--- config.mk ---
export PLATFORM = sky130hd
export DESIGN_NAME = decoder_nto2n_seq
export DESIGN_NICKNAME = d
export VERILOG_FILES = /design/src/rtl/decoder_nto2n_seq.sv
export SDC_FILE = /design/constraint.sdc
export NUM_CORES = 1
export LEC_CHECK = 0
export ABC_AREA = 1
export CORE_MARGIN = 1.5
export CORE_UTILIZATION = 48
export DETAILED_ROUTE_END_ITERATION = 12
export GPL_TIMING_DRIVEN = 0
export MAX_ROUTING_LAYER = met4
export PLACE_DENSITY_LB_ADDON = 0.08
export SLEW_MARGIN = 5
export SYNTH_ARGS = -nofsm -noshare
export SYNTH_HDL_FRONTEND = slang
export SYNTH_SLANG_ARGS = --single-unit
export TNS_END_PERCENT = 1
--- constraint.sdc ---
create_clock -name clk -period 1.8 [get_ports clk]
set_input_delay 0.45 -clock clk [delete_from_list [all_inputs] [get_ports clk]]
set_output_delay 0.45 -clock clk [all_outputs]
set_load 0.005 [all_outputs]
--- src/rtl/decoder_nto2n_seq.sv ---
// Registered N-to-2^N one-hot decoder with valid/ready select, programmable hold and auto-scan.
// Optional abort input is enabled by defining DECODER_ABORT_EN.
module decoder_nto2n_seq #(
    parameter int N_SEL  = 3,
    parameter int HOLD_W = 4
) (
    input  logic                  clk,
    input  logic                  rst_n,
    input  logic                  sel_valid,
    output logic                  sel_ready,
    input  logic [N_SEL-1:0]      sel,
    input  logic [HOLD_W-1:0]     hold,
    input  logic                  scan_start,
`ifdef DECODER_ABORT_EN
    input  logic                  abort,
`endif
    output logic [(2**N_SEL)-1:0] y,
    output logic                  busy,
    output logic                  done
);

    localparam int OUTS = 2**N_SEL;
    localparam logic [OUTS-1:0] ONE = {{(OUTS-1){1'b0}}, 1'b1};

    typedef enum logic [1:0] {IDLE, HOLD, SCAN} state_t;

    state_t            state, state_n;
    logic [HOLD_W-1:0] cnt, cnt_n;
    logic [HOLD_W-1:0] h_len, h_len_n;
    logic [N_SEL-1:0]  idx, idx_n;
    logic [OUTS-1:0]   y_n;
    logic [HOLD_W-1:0] hold_eff;
    logic              last;
    logic              last_line;
    logic              abort_i;

`ifdef DECODER_ABORT_EN
    assign abort_i = abort;
`else
    assign abort_i = 1'b0;
`endif

    // h_len stores the effective length (never 0), so H-1 cannot underflow.
    assign hold_eff  = (hold == '0) ? HOLD_W'(1) : hold;
    assign last      = (cnt == (h_len - HOLD_W'(1)));
    assign last_line = (idx == '1);

    assign busy = (state != IDLE);

    always_comb begin
        sel_ready = 1'b0;
        done      = 1'b0;
        case (state)
            IDLE: sel_ready = ~scan_start;
            HOLD: begin
                sel_ready = last & ~abort_i;
                done      = last & ~abort_i;
            end
            SCAN: done = last & last_line & ~abort_i;
            default: ;
        endcase
    end

    always_comb begin
        state_n = state;
        cnt_n   = cnt;
        h_len_n = h_len;
        idx_n   = idx;
        y_n     = y;
        case (state)
            IDLE: begin
                y_n   = '0;
                cnt_n = '0;
                if (scan_start) begin
                    state_n = SCAN;
                    idx_n   = '0;
                    h_len_n = hold_eff;
                    y_n     = ONE;
                end else if (sel_valid) begin
                    state_n = HOLD;
                    idx_n   = sel;
                    h_len_n = hold_eff;
                    y_n     = ONE << sel;
                end
            end
            HOLD: begin
                if (last) begin
                    cnt_n = '0;
                    // Back-to-back accept reloads in place so y never drops to zero.
                    if (sel_valid) begin
                        idx_n   = sel;
                        h_len_n = hold_eff;
                        y_n     = ONE << sel;
                    end else begin
                        state_n = IDLE;
                        y_n     = '0;
                    end
                end else begin
                    cnt_n = cnt + HOLD_W'(1);
                end
            end
            SCAN: begin
                if (last) begin
                    cnt_n = '0;
                    if (last_line) begin
                        state_n = IDLE;
                        y_n     = '0;
                    end else begin
                        idx_n = idx + N_SEL'(1);
                        y_n   = ONE << (idx + N_SEL'(1));
                    end
                end else begin
                    cnt_n = cnt + HOLD_W'(1);
                end
            end
            default: begin
                state_n = IDLE;
                y_n     = '0;
                cnt_n   = '0;
            end
        endcase
        if (abort_i && state != IDLE) begin
            state_n = IDLE;
            y_n     = '0;
            cnt_n   = '0;
        end
    end

    always_ff @(posedge clk) begin
        if (!rst_n) begin
            state <= IDLE;
            cnt   <= '0;
            h_len <= '0;
            idx   <= '0;
            y     <= '0;
        end else begin
            state <= state_n;
            cnt   <= cnt_n;
            h_len <= h_len_n;
            idx   <= idx_n;
            y     <= y_n;
        end
    end

endmodule

==> results.cfg <==
[status]
outcome = complete, but fails checks
violations = setup timing

[clock_network]
cts.sinks = 21
cts-root-buf = clkbuf_4
ctsHoldBuffers = 0
cts.reportedPaths.clkPinSlew_ns = 0.13
clk-insertion-delay-late_ns = 0.31
cts_tree = built
clk_path_buf_depth = 2
cts_max_level = 1
cts_buffers = 3

[drt]
vias_per_cell = 5.16
drt_first_iter_violations = 41
first_pass_iters = 6
wl_um = 3160
wl_per_cell_um = 11.4
post-route-drc-count = 0
ant_nets = 0
vias = 1425

[placed_design]
post-place-cells = 271
port_buffers = 19
routabilityCongestion = 0.946
dp_hpwl_um = 2400

[timing]
tightest_slew_ns = 0.510
post-route-period-util_pct = 111
fmax_mhz = 501
slew_viol_final = 0
max_slew_margin_pct = 66.0
hold_viol = 0
setup_ws_ns = -0.198
fin_skew_ns = 0.0157
finalCriticalPeriod_ns = 2.00
rsz0062_at_grt = true
timing.setup.tns_ns = -0.391
setup_viol_count_final = 2

[power]
powerDensity_nw_per_um2 = 1530
max-vdd-ir-drop_uv = 839
leakage_nw = 0.805

[synth]
ys_ff_latch = 21
ys_warn_count = 0
synth_xor_area_share_pct = 1.80
synth_edf_count = 0
synth_area_per_cell_um2 = 6.60
synth_cell_types = 24
syn-num-nets = 244
synth_top_area_share_pct = 28.8
synth_most_common_cell = nand2_1
synth_fa_ha_area_share_pct = 10.3
yosysTopAreaCell = dfxtp_1
synth_compound_area_share_pct = 10.6
netlist_top_cells_count = nand2_1 (44), nand3_1 (31), inv_1 (29)
syn_inst = 221
synth_mux_area_share_pct = 0
synthTopCellsByArea = dfxtp_1 (29%), nand2_1 (11%), nand3_1 (11%), ha_1 (10%), inv_1 (7.5%)
yosysSeqAreaShare_pct = 28.8
postSynth.asyncResetShare_pct = 0
synthFlopType = dfxtp_1
synth_top_family_by_area = simple AND/OR/NAND/NOR gates
synthSimpleGateAreaFrac_pct = 37.6
synth_area_um2 = 1460

[setup_path]
r2r-end = y[6]
r2r_start = h_len[0]
crit_start = h_len[0]
worst-path-buf-inv = 2
rrSetupSlack_ns = 0.05
slowest_delay_ns = 0.38
reg2reg_depth = 10
cp-end-kind = primary output
crit_type = flip-flop to primary output
crit_path_max_fanout = 4
worstPathRequired_ns = 1.35
cp.arrival_ns = 1.55
path_cells = inv_4 > ha_4 > xnor2_2 > nor2_4 > nand3_4 > o21ai_2 > buf_2
critPathLaunchType = flip-flop
crit_slowest_cell = dfxtp_2
cp_top_family = flip-flops

[die]
die-area_um2 = 3380
start_util_pct = 51.5
die_x_um = 58.1
die_h_um = 58.1
core_um2 = 2830
rows = 19
ios = 22

[global_routing]
grt_max_degree = 13
grt_pass1_vias = 1279
track_usage_pct = 20.3
antenna_found_initial = 0
grt_pass1_wl_um = 5210
grt_overflow = 0

[finish]
drive_gt1_share_pct = 14.3
stdcell_count = 276
finalCoreUtilization_pct = 62.4
syn_to_final_growth_pct = 21.0
nNetsFinal = 269
antennaDiodeCount = 0

[min_path]
whs_endpoint = y[1]
hp-class = flip-flop to flip-flop
worstHoldStart = y[1]
whs_path_depth = 2

[job]
maxCapViolations = 0
==> power breakdown <==
group,switching [W],internal (W)
Combinational,0.00107,0.000694
Clock,0.000151,0.0000829
Sequential,0.000109,0.000602
==> tightest hold or removal path: stages, from the launching register on <==
cell and delay, ns:
dfxtp_1 0.33, nand3_1 0.07, a21oi_1 0.05
==> kinds of logic (layout without fill, tap and decap cells) <==
kind of cell,count (synthesis),after routing
flops,21,21
buf+inv,37,61
fa+ha+maj,12,12
simple gates,119,119
xor+xnor,3,3
compound gates,29,29
==> timing repair <==
action | in CTS | in global routing
pin swaps | 3 | 1
cloned | 0 | 0
resized for setup | 17 | 5
endpoints found under the setup margin | 3 | 18
buffers inserted | 2 | 0
==> layout make-up <==
type / count / area, um2
inverters: 33 / 126
clock inverters: 1 / 5.00
clock buffers: 3 / 22.5
well taps: 31 / 38.8
multi-input cells: 163 / 927
fillers: 281 / 1060
plain buffers: 3 / 26.3
flip-flops and latches: 21 / 424
repair buffers: 21 / 194
==> layout by cell type (no fill, tap or decap) <==
| cell | synthesis | layout |
|---|---|---|
| nand3_2 | 1 | 1 |
| xor2_1 | 1 | 1 |
| nor2_1 | 28 | 27 |
| ha_1 | 12 | 9 |
| a211oi_1 | 1 | 1 |
| nand4_1 | 4 | 4 |
| clkinv_1 | 1 | 1 |
| clkinv_2 | 0 | 1 |
| dfxtp_2 | 0 | 3 |
| inv_4 | 0 | 1 |
| nand3_1 | 31 | 31 |
| nand2_4 | 1 | 2 |
| clkbuf_1 | 1 | 1 |
| clkbuf_4 | 0 | 3 |
| inv_2 | 3 | 2 |
| nor2_4 | 1 | 1 |
| xnor2_1 | 2 | 1 |
| nand3_4 | 1 | 1 |
| a22oi_1 | 3 | 3 |
| ha_4 | 0 | 1 |
| a21oi_2 | 0 | 1 |
| nor3_1 | 2 | 1 |
| a21oi_1 | 14 | 13 |
| buf_8 | 1 | 1 |
| clkdlybuf4s50_1 | 0 | 16 |
| nor3_2 | 0 | 1 |
| dlygate4sd2_1 | 0 | 1 |
| nor2_2 | 0 | 1 |
| inv_1 | 29 | 29 |
| ha_2 | 0 | 2 |
| o21ai_2 | 0 | 1 |
| nand2_1 | 44 | 43 |
| nand2_2 | 6 | 6 |
| buf_2 | 0 | 2 |
| dfxtp_1 | 21 | 18 |
| buf_4 | 2 | 3 |
| xnor2_2 | 0 | 1 |
| o21ai_0 | 11 | 10 |
==> worst max path at each step <==
stage,to,depth (start not counted),slack [ns]
6_report,sel_ready,7,-0.20
5_1_grt,done,7,-0.29
3_5_place_dp,sel_ready,8,-0.56
4_1_cts,done,7,-0.23
2_1_floorplan,sel_ready,7,-0.003
3_3_place_gp,sel_ready,8,-0.57
==> per-layer routing <==
layer | up-vias | wire length [um] | track usage, %
met5 | - | 0 | -
met4 | 0 | 31 | 6.31
met3 | 4 | 98 | 2.90
met2 | 23 | 1530 | 35.2
met1 | 639 | 1500 | 24.1
li1 | 759 | - | -
==> through the flow <==
| step | cell area (um2) | worst slack (ns) | power [W] | hold WS, ns |
|---|---|---|---|---|
| final | 1760 | -0.198 | 0.00271 | 0.488 |
| after global routing | 1760 | -0.290 | 0.00302 | 0.518 |
| after CTS | 1750 | -0.235 | 0.00269 | 0.493 |
| after detailed placement | 1690 | -0.558 | 0.00238 | 0.476 |
| after global placement | 1690 | -0.570 | 0.00236 | 0.467 |
| after floorplan | 1460 | -0.00341 | 0.00199 | 0.441 |
==> state kept, by name (all words and copies together) (netlist names) <==
register	count
y	8
cnt	4
h_len	4
idx	3
state	2
Power figures use the tool's default switching activity.
